<file path="src/rtl/systolic_skew_feeder.sv">
// systolic_skew_feeder: upstream feeder for the 1-bit systolic matrix multiplier.
// Latches one (A, B) job via valid/ready, drives the diagonally skewed lane
// vectors for N feed steps, holds the lanes at zero for DRAIN_CYC cycles, then
// pulses done. Optional macro SKEW_FEEDER_JOB_COUNT_EN adds a 16-bit job_count.
module systolic_skew_feeder #(
  parameter int N         = 3,
  parameter int DW        = 1,
  parameter int DRAIN_CYC = 6
) (
  input  logic                      clk,
  input  logic                      rst_n,
  input  logic                      load_valid,
  output logic                      load_ready,
  input  logic [N*N*DW-1:0]         a_mat,
  input  logic [N*N*DW-1:0]         b_mat,
  input  logic                      abort,
`ifdef SKEW_FEEDER_JOB_COUNT_EN
  output logic [15:0]               job_count,
`endif
  output logic [(2*N-1)*DW-1:0]     ai_lane,
  output logic [(2*N-1)*DW-1:0]     bi_lane,
  output logic                      feed_valid,
  output logic                      busy,
  output logic                      done
);

  localparam int L   = 2*N - 1;
  localparam int LW  = L*DW;
  localparam int MW  = N*N*DW;
  localparam int SW  = (N > 1) ? $clog2(N) : 1;
  localparam int DCW = (DRAIN_CYC > 1) ? $clog2(DRAIN_CYC) : 1;
  localparam logic [SW-1:0]  STEP_LAST  = SW'(N-1);
  localparam logic [DCW-1:0] DRAIN_LAST = DCW'(DRAIN_CYC-1);

  typedef enum logic [1:0] {
    IDLE  = 2'd0,
    FEED  = 2'd1,
    DRAIN = 2'd2
  } state_t;

  state_t          state_r;
  logic [SW-1:0]   step_r;
  logic [DCW-1:0]  drain_r;
  logic [MW-1:0]   a_r;
  logic [MW-1:0]   b_r;
  logic [LW-1:0]   ai_lane_r;
  logic [LW-1:0]   bi_lane_r;
  logic            feed_valid_r;
  logic            busy_r;
  logic            done_r;
  logic            load_ready_r;
  logic            done_set_s;

  // Left edge, step k: lane (k+c) carries A(k,c); every other lane is zero.
  function automatic logic [LW-1:0] skew_a(input logic [MW-1:0] mat, input int k);
    logic [LW-1:0] lanes;
    lanes = {LW{1'b0}};
    for (int c = 0; c < N; c++) begin
      lanes[(k+c)*DW +: DW] = mat[(k*N+c)*DW +: DW];
    end
    return lanes;
  endfunction

  // Top edge, step k: lane (k+c) carries B(c,k); every other lane is zero.
  function automatic logic [LW-1:0] skew_b(input logic [MW-1:0] mat, input int k);
    logic [LW-1:0] lanes;
    lanes = {LW{1'b0}};
    for (int c = 0; c < N; c++) begin
      lanes[(k+c)*DW +: DW] = mat[(c*N+k)*DW +: DW];
    end
    return lanes;
  endfunction

  // Last drain cycle completing without an abort: the job finishes at this edge.
  assign done_set_s = (state_r == DRAIN) && !abort && (drain_r == DRAIN_LAST);

  // Job sequencer: accept, feed N skewed steps, drain, pulse done; abort cancels.
  always_ff @(posedge clk or negedge rst_n) begin
    if (!rst_n) begin
      state_r      <= IDLE;
      step_r       <= {SW{1'b0}};
      drain_r      <= {DCW{1'b0}};
      a_r          <= {MW{1'b0}};
      b_r          <= {MW{1'b0}};
      ai_lane_r    <= {LW{1'b0}};
      bi_lane_r    <= {LW{1'b0}};
      feed_valid_r <= 1'b0;
      busy_r       <= 1'b0;
      done_r       <= 1'b0;
      load_ready_r <= 1'b1;
    end else begin
      done_r <= 1'b0;
      case (state_r)
        IDLE: begin
          if (load_valid && load_ready_r) begin
            a_r          <= a_mat;
            b_r          <= b_mat;
            step_r       <= {SW{1'b0}};
            ai_lane_r    <= skew_a(a_mat, 0);
            bi_lane_r    <= skew_b(b_mat, 0);
            feed_valid_r <= 1'b1;
            busy_r       <= 1'b1;
            load_ready_r <= 1'b0;
            state_r      <= FEED;
          end else begin
            load_ready_r <= 1'b1;
          end
        end
        FEED: begin
          if (abort) begin
            state_r      <= IDLE;
            step_r       <= {SW{1'b0}};
            ai_lane_r    <= {LW{1'b0}};
            bi_lane_r    <= {LW{1'b0}};
            feed_valid_r <= 1'b0;
            busy_r       <= 1'b0;
            load_ready_r <= 1'b1;
          end else if (step_r == STEP_LAST) begin
            state_r      <= DRAIN;
            drain_r      <= {DCW{1'b0}};
            ai_lane_r    <= {LW{1'b0}};
            bi_lane_r    <= {LW{1'b0}};
            feed_valid_r <= 1'b0;
          end else begin
            step_r       <= step_r + SW'(1);
            ai_lane_r    <= skew_a(a_r, int'(step_r) + 1);
            bi_lane_r    <= skew_b(b_r, int'(step_r) + 1);
          end
        end
        DRAIN: begin
          if (abort) begin
            state_r      <= IDLE;
            drain_r      <= {DCW{1'b0}};
            busy_r       <= 1'b0;
            load_ready_r <= 1'b1;
          end else if (done_set_s) begin
            state_r      <= IDLE;
            drain_r      <= {DCW{1'b0}};
            done_r       <= 1'b1;
            busy_r       <= 1'b0;
            load_ready_r <= 1'b1;
          end else begin
            drain_r      <= drain_r + DCW'(1);
          end
        end
        default: begin
          state_r      <= IDLE;
          step_r       <= {SW{1'b0}};
          drain_r      <= {DCW{1'b0}};
          ai_lane_r    <= {LW{1'b0}};
          bi_lane_r    <= {LW{1'b0}};
          feed_valid_r <= 1'b0;
          busy_r       <= 1'b0;
          load_ready_r <= 1'b1;
        end
      endcase
    end
  end

`ifdef SKEW_FEEDER_JOB_COUNT_EN
  logic [15:0] job_count_r;

  // Count completed jobs; aborted jobs never reach done_set_s. Wraps naturally.
  always_ff @(posedge clk or negedge rst_n) begin
    if (!rst_n) begin
      job_count_r <= 16'd0;
    end else if (done_set_s) begin
      job_count_r <= job_count_r + 16'd1;
    end else begin
      job_count_r <= job_count_r;
    end
  end

  assign job_count = job_count_r;
`endif

  assign load_ready = load_ready_r;
  assign ai_lane    = ai_lane_r;
  assign bi_lane    = bi_lane_r;
  assign feed_valid = feed_valid_r;
  assign busy       = busy_r;
  assign done       = done_r;

endmodule

</file>
<file path="config.mk">
export PLATFORM = sky130hd
export DESIGN_NAME = systolic_skew_feeder
export DESIGN_NICKNAME = d
export VERILOG_FILES = /design/src/rtl/systolic_skew_feeder.sv
export SDC_FILE = /design/constraint.sdc
export NUM_CORES = 1
export LEC_CHECK = 0
export ABC_AREA = 1
export BUFFER_PORTS_ARGS = -buffer_cell sky130_fd_sc_hd__buf_2
export CAP_MARGIN = 20
export CORE_MARGIN = 2
export CORE_UTILIZATION = 45
export CTS_BUF_LIST = sky130_fd_sc_hd__clkbuf_8
export CTS_CLUSTER_SIZE = 30
export DETAILED_ROUTE_END_ITERATION = 8
export HOLD_SLACK_MARGIN = 0.15
export MAX_ROUTING_LAYER = met4
export PLACE_DENSITY_LB_ADDON = 0.08
export RECOVER_POWER = 25
export SYNTH_ARGS = -nofsm -noshare
export SYNTH_HDL_FRONTEND = slang
export SYNTH_SLANG_ARGS = --single-unit
</file>
<file path="constraint.sdc">
create_clock -name clk -period 3 [get_ports clk]
set_input_delay 0.3 -clock clk [delete_from_list [all_inputs] [get_ports clk]]
set_output_delay 0.3 -clock clk [all_outputs]
set_load 0.01 [all_outputs]
</file>
==> impl_metrics.ini <==
[worst_setup_path]
path_class = reg -> reg
r2r_end = ai_lane[2]
cp_max_fo = 15
critPathMaxStageDelay_ns = 0.52
crit_chain = inv_8 -> buf_4 -> ha_1 -> xnor2_1 -> inv_1 -> nor3_1 -> inv_1 -> nand2_1 -> inv_1 -> nand2_1 -> nand2_1 -> nand2_1 -> nand2_1 -> nand2_1
worstSetupEndpoint = ai_lane[2]
start_kind = register
cp_slowest_cell = dfrtp_1
timing.rr.start = step_r[0]
startpoint = step_r[0]
reg2reg_setup_slack_ns = 0.46
cp_common_cell = nand2_1
r2r_cells = 14
crit_path_end_kind = register
cp_data_arrival_time_ns = 2.77
critPathTopFamily = simple AND/OR/NAND/NOR gates
cp_num_cells = 14
critPathRequiredTime_ns = 3.23
cp_num_buf_inv = 5

[timing]
tns_ns = 0
setup_viol = 0
finalCritPeriodShare = 0.8463
skew_ns = 0.008355
hold_violations = 0
fin_hold_ws_ns = 0.1998
slew_headroom = -0.3279
fmax_ghz = 0.3939
worstMarginPinSlew_ns = 1.992
slew_violations = 39
rsz0062_at_grt = false
min_period_ns = 2.539

[clock_tree]
cts_tree = built
cts_sinks = 38
clk_latency_ns = 0.29
clkTransAtPathRegs_ns = 0.08
h-tree-depth = 2
cts-root-buf = clkbuf_8
clockBufferDepth = 2
cts_buffers = 5

[route]
drc = 0
top_layer = met4
ant_nets = 0
wl_met1_mm = 2.927
dr_wl_met2_mm = 3.141
wl_met3_um = 401
wl_mm = 6.584
dr.pass1.iters = 4
dr_total_vias = 2445
wl_per_cell_um = 13.80
routed_via_density = 5.126
drt_iter0_markers = 148

[synthesis]
synth_top_family_by_area = simple AND/OR/NAND/NOR gates
synth_xor_area_frac = 0.01651
netlist_area_um2 = 2653
synthSimpleGateAreaFrac = 0.3774
yosys_warnings = 0
syn_area_per_cell_um2 = 7.169
synth-adder-area-share = 0.05189
ys_seq_area_frac = 0.3590
synth.net_count = 403
synthCells = 370
muxShareOfSynthArea = 0
synth_compound_area_frac = 0.08679
ys_ff_latch = 38
yosysUniqueCellTypes = 39

[floorplan]
die_w_um = 80.78
start_util = 0.4730
core_um2 = 5608
rows = 27
pin_count = 36
dieArea_um2 = 6525
die_y_um = 80.78

[power]
p_leak_nw = 1.557
power_w = 0.003474
powerDensity_nw_per_um2 = 1186
combinationalPowerShare = 0.609
p_sw_frac = 0.5179
switching_power_w = 0.001799
peakVddDrop_mv = 0.4437
seqPwrFrac = 0.259
p_clk_frac = 0.132
p_int_w = 0.001675

[place]
gp_congestion = 0.9221
detailed_place_hpwl_mm = 5.016
place_area_um2 = 2819
portBuffers = 35

[cells_and_area]
multi_input_area_um2 = 1413
fillers = 611
area_delta_synth_final_pct = 10.38
layout.nets = 437
diodes = 0
drive_above_1_share = 0.1506
regArea_um2 = 952.2
postLayoutCellArea_um2 = 2928

[global_route]
grt_pass1_vias = 2302
antenna_found_initial = 0
track_usage = 0.2340
grt-ovfl-total = 0
grt_pass1_wl_mm = 11.18
grt_max_degree = 39

[run_status]
status = finished with violations
violations = capacitance limit, slew limit

[worst_hold_path]
hold_path.class = in -> reg

[flow_run]
maxCapViolations = 1
metal layers:
metal,track usage,vias up
met2,0.3792,82
li1,-,1245
met5,-,-
met3,0.04222,12
met4,0.07288,0
met1,0.2994,1106
final cells by class:
class	count	share of cell area
timing repair buffer	39	0.06496
multi-input combinational	279	0.4825
inverter	41	0.05684
sequential	38	0.3252
tap	72	0.03077
clock buffer	6	0.02821
clock inverter	2	0.01154
state kept, by name, indices dropped and copies added, names as in the netlist:
signal	flops
drain_r	3
busy	1
load_ready	1
b_r	8
state_r	2
done	1
a_r	9
bi_lane	5
step_r	2
feed_valid	1
ai_lane	5
layout by cell type, fill, tap and decap left out, drive strengths merged, types with 2 or more instances in the layout:
cell type	netlist	final
nand3	33	33
ha	11	11
nor3	6	6
nor2	19	19
o31ai	2	2
nand2	155	155
o21ai	24	24
clkbuf	2	20
nand4	9	9
dfrtp	37	37
o221ai	2	2
xnor2	2	2
xor2	3	3
inv	41	42
nor4	2	2
a21oi	5	5
buf	10	24
worst min-delay path: stages:
cell and delay (ns):
buf_2 0.07, nand2_1 0.04, nand2_1 0.04
what timing repair did:
action                    in CTS  in global routing
setup buffers                  0                  0
hold endpoints to repair       8                  0
hold buffers                   1                  0
resized for setup              0                  0
worst min path at each step:
stage	startpoint	endpoint	slack, ns	depth (start not counted)
floorplan	rst_n	a_r[0]	0.004	0
finish	a_mat[6]	a_r[6]	0.20	3
CTS	a_mat[3]	a_r[3]	0.19	3
global placement	rst_n	ai_lane[4]	0.46	1
global route	b_mat[1]	b_r[1]	0.19	3
detailed placement	bi_lane[4]	bi_lane[4]	0.46	2
cell usage after synthesis, drive strengths merged:
cell type,count,area share
a21oi,5,0.011
a22oi,1,0.0028
a31o,1,0.0033
a31oi,1,0.0024
and2,1,0.0024
buf,10,0.039
clkbuf,2,0.0066
dfrtp,37,0.35
dfstp,1,0.0099
ha,11,0.052
inv,41,0.063
nand2,155,0.23
nand3,33,0.066
nand4,9,0.021
nor2,19,0.036
nor3,6,0.011
nor3b,1,0.0047
nor4,2,0.0047
o21ai,24,0.048
o221ai,2,0.011
o22ai,1,0.0024
o31ai,2,0.0057
xnor2,2,0.0066
xor2,3,0.0099
per-stage QoR:
step | instances | worst slack, ns | utilization
after CTS | 477 | 0.4944 | 0.5252
after floorplan | 370 | 0.6665 | -
after global placement | 468 | 0.4506 | 0.5027
after global routing | 477 | 0.1742 | 0.5221
after detailed placement | 468 | 0.5134 | 0.5027
final | 477 | 0.4610 | 0.5221
power groups by stage:
stage               clock network [W]  registers (W)  logic (W)
finish                       0.000457       0.000900    0.00212
global route                 0.000496       0.000932    0.00240
CTS                          0.000469       0.000902    0.00213
detailed placement                  0       0.000910    0.00212
global placement                    0       0.000905    0.00214
floorplan                           0       0.000907    0.00166
logic make-up (layout without fill, tap and decap cells):
family                   Yosys count  count (layout)
AO/OA/AOI/OAI                     37              37
flip-flops                        38              38
adder cells (fa/ha/maj)           11              11
buffers and inverters             53              88
XOR/XNOR                           5               5
AND/OR/NAND/NOR                  226             226
(Power assumes the default switching activity.)
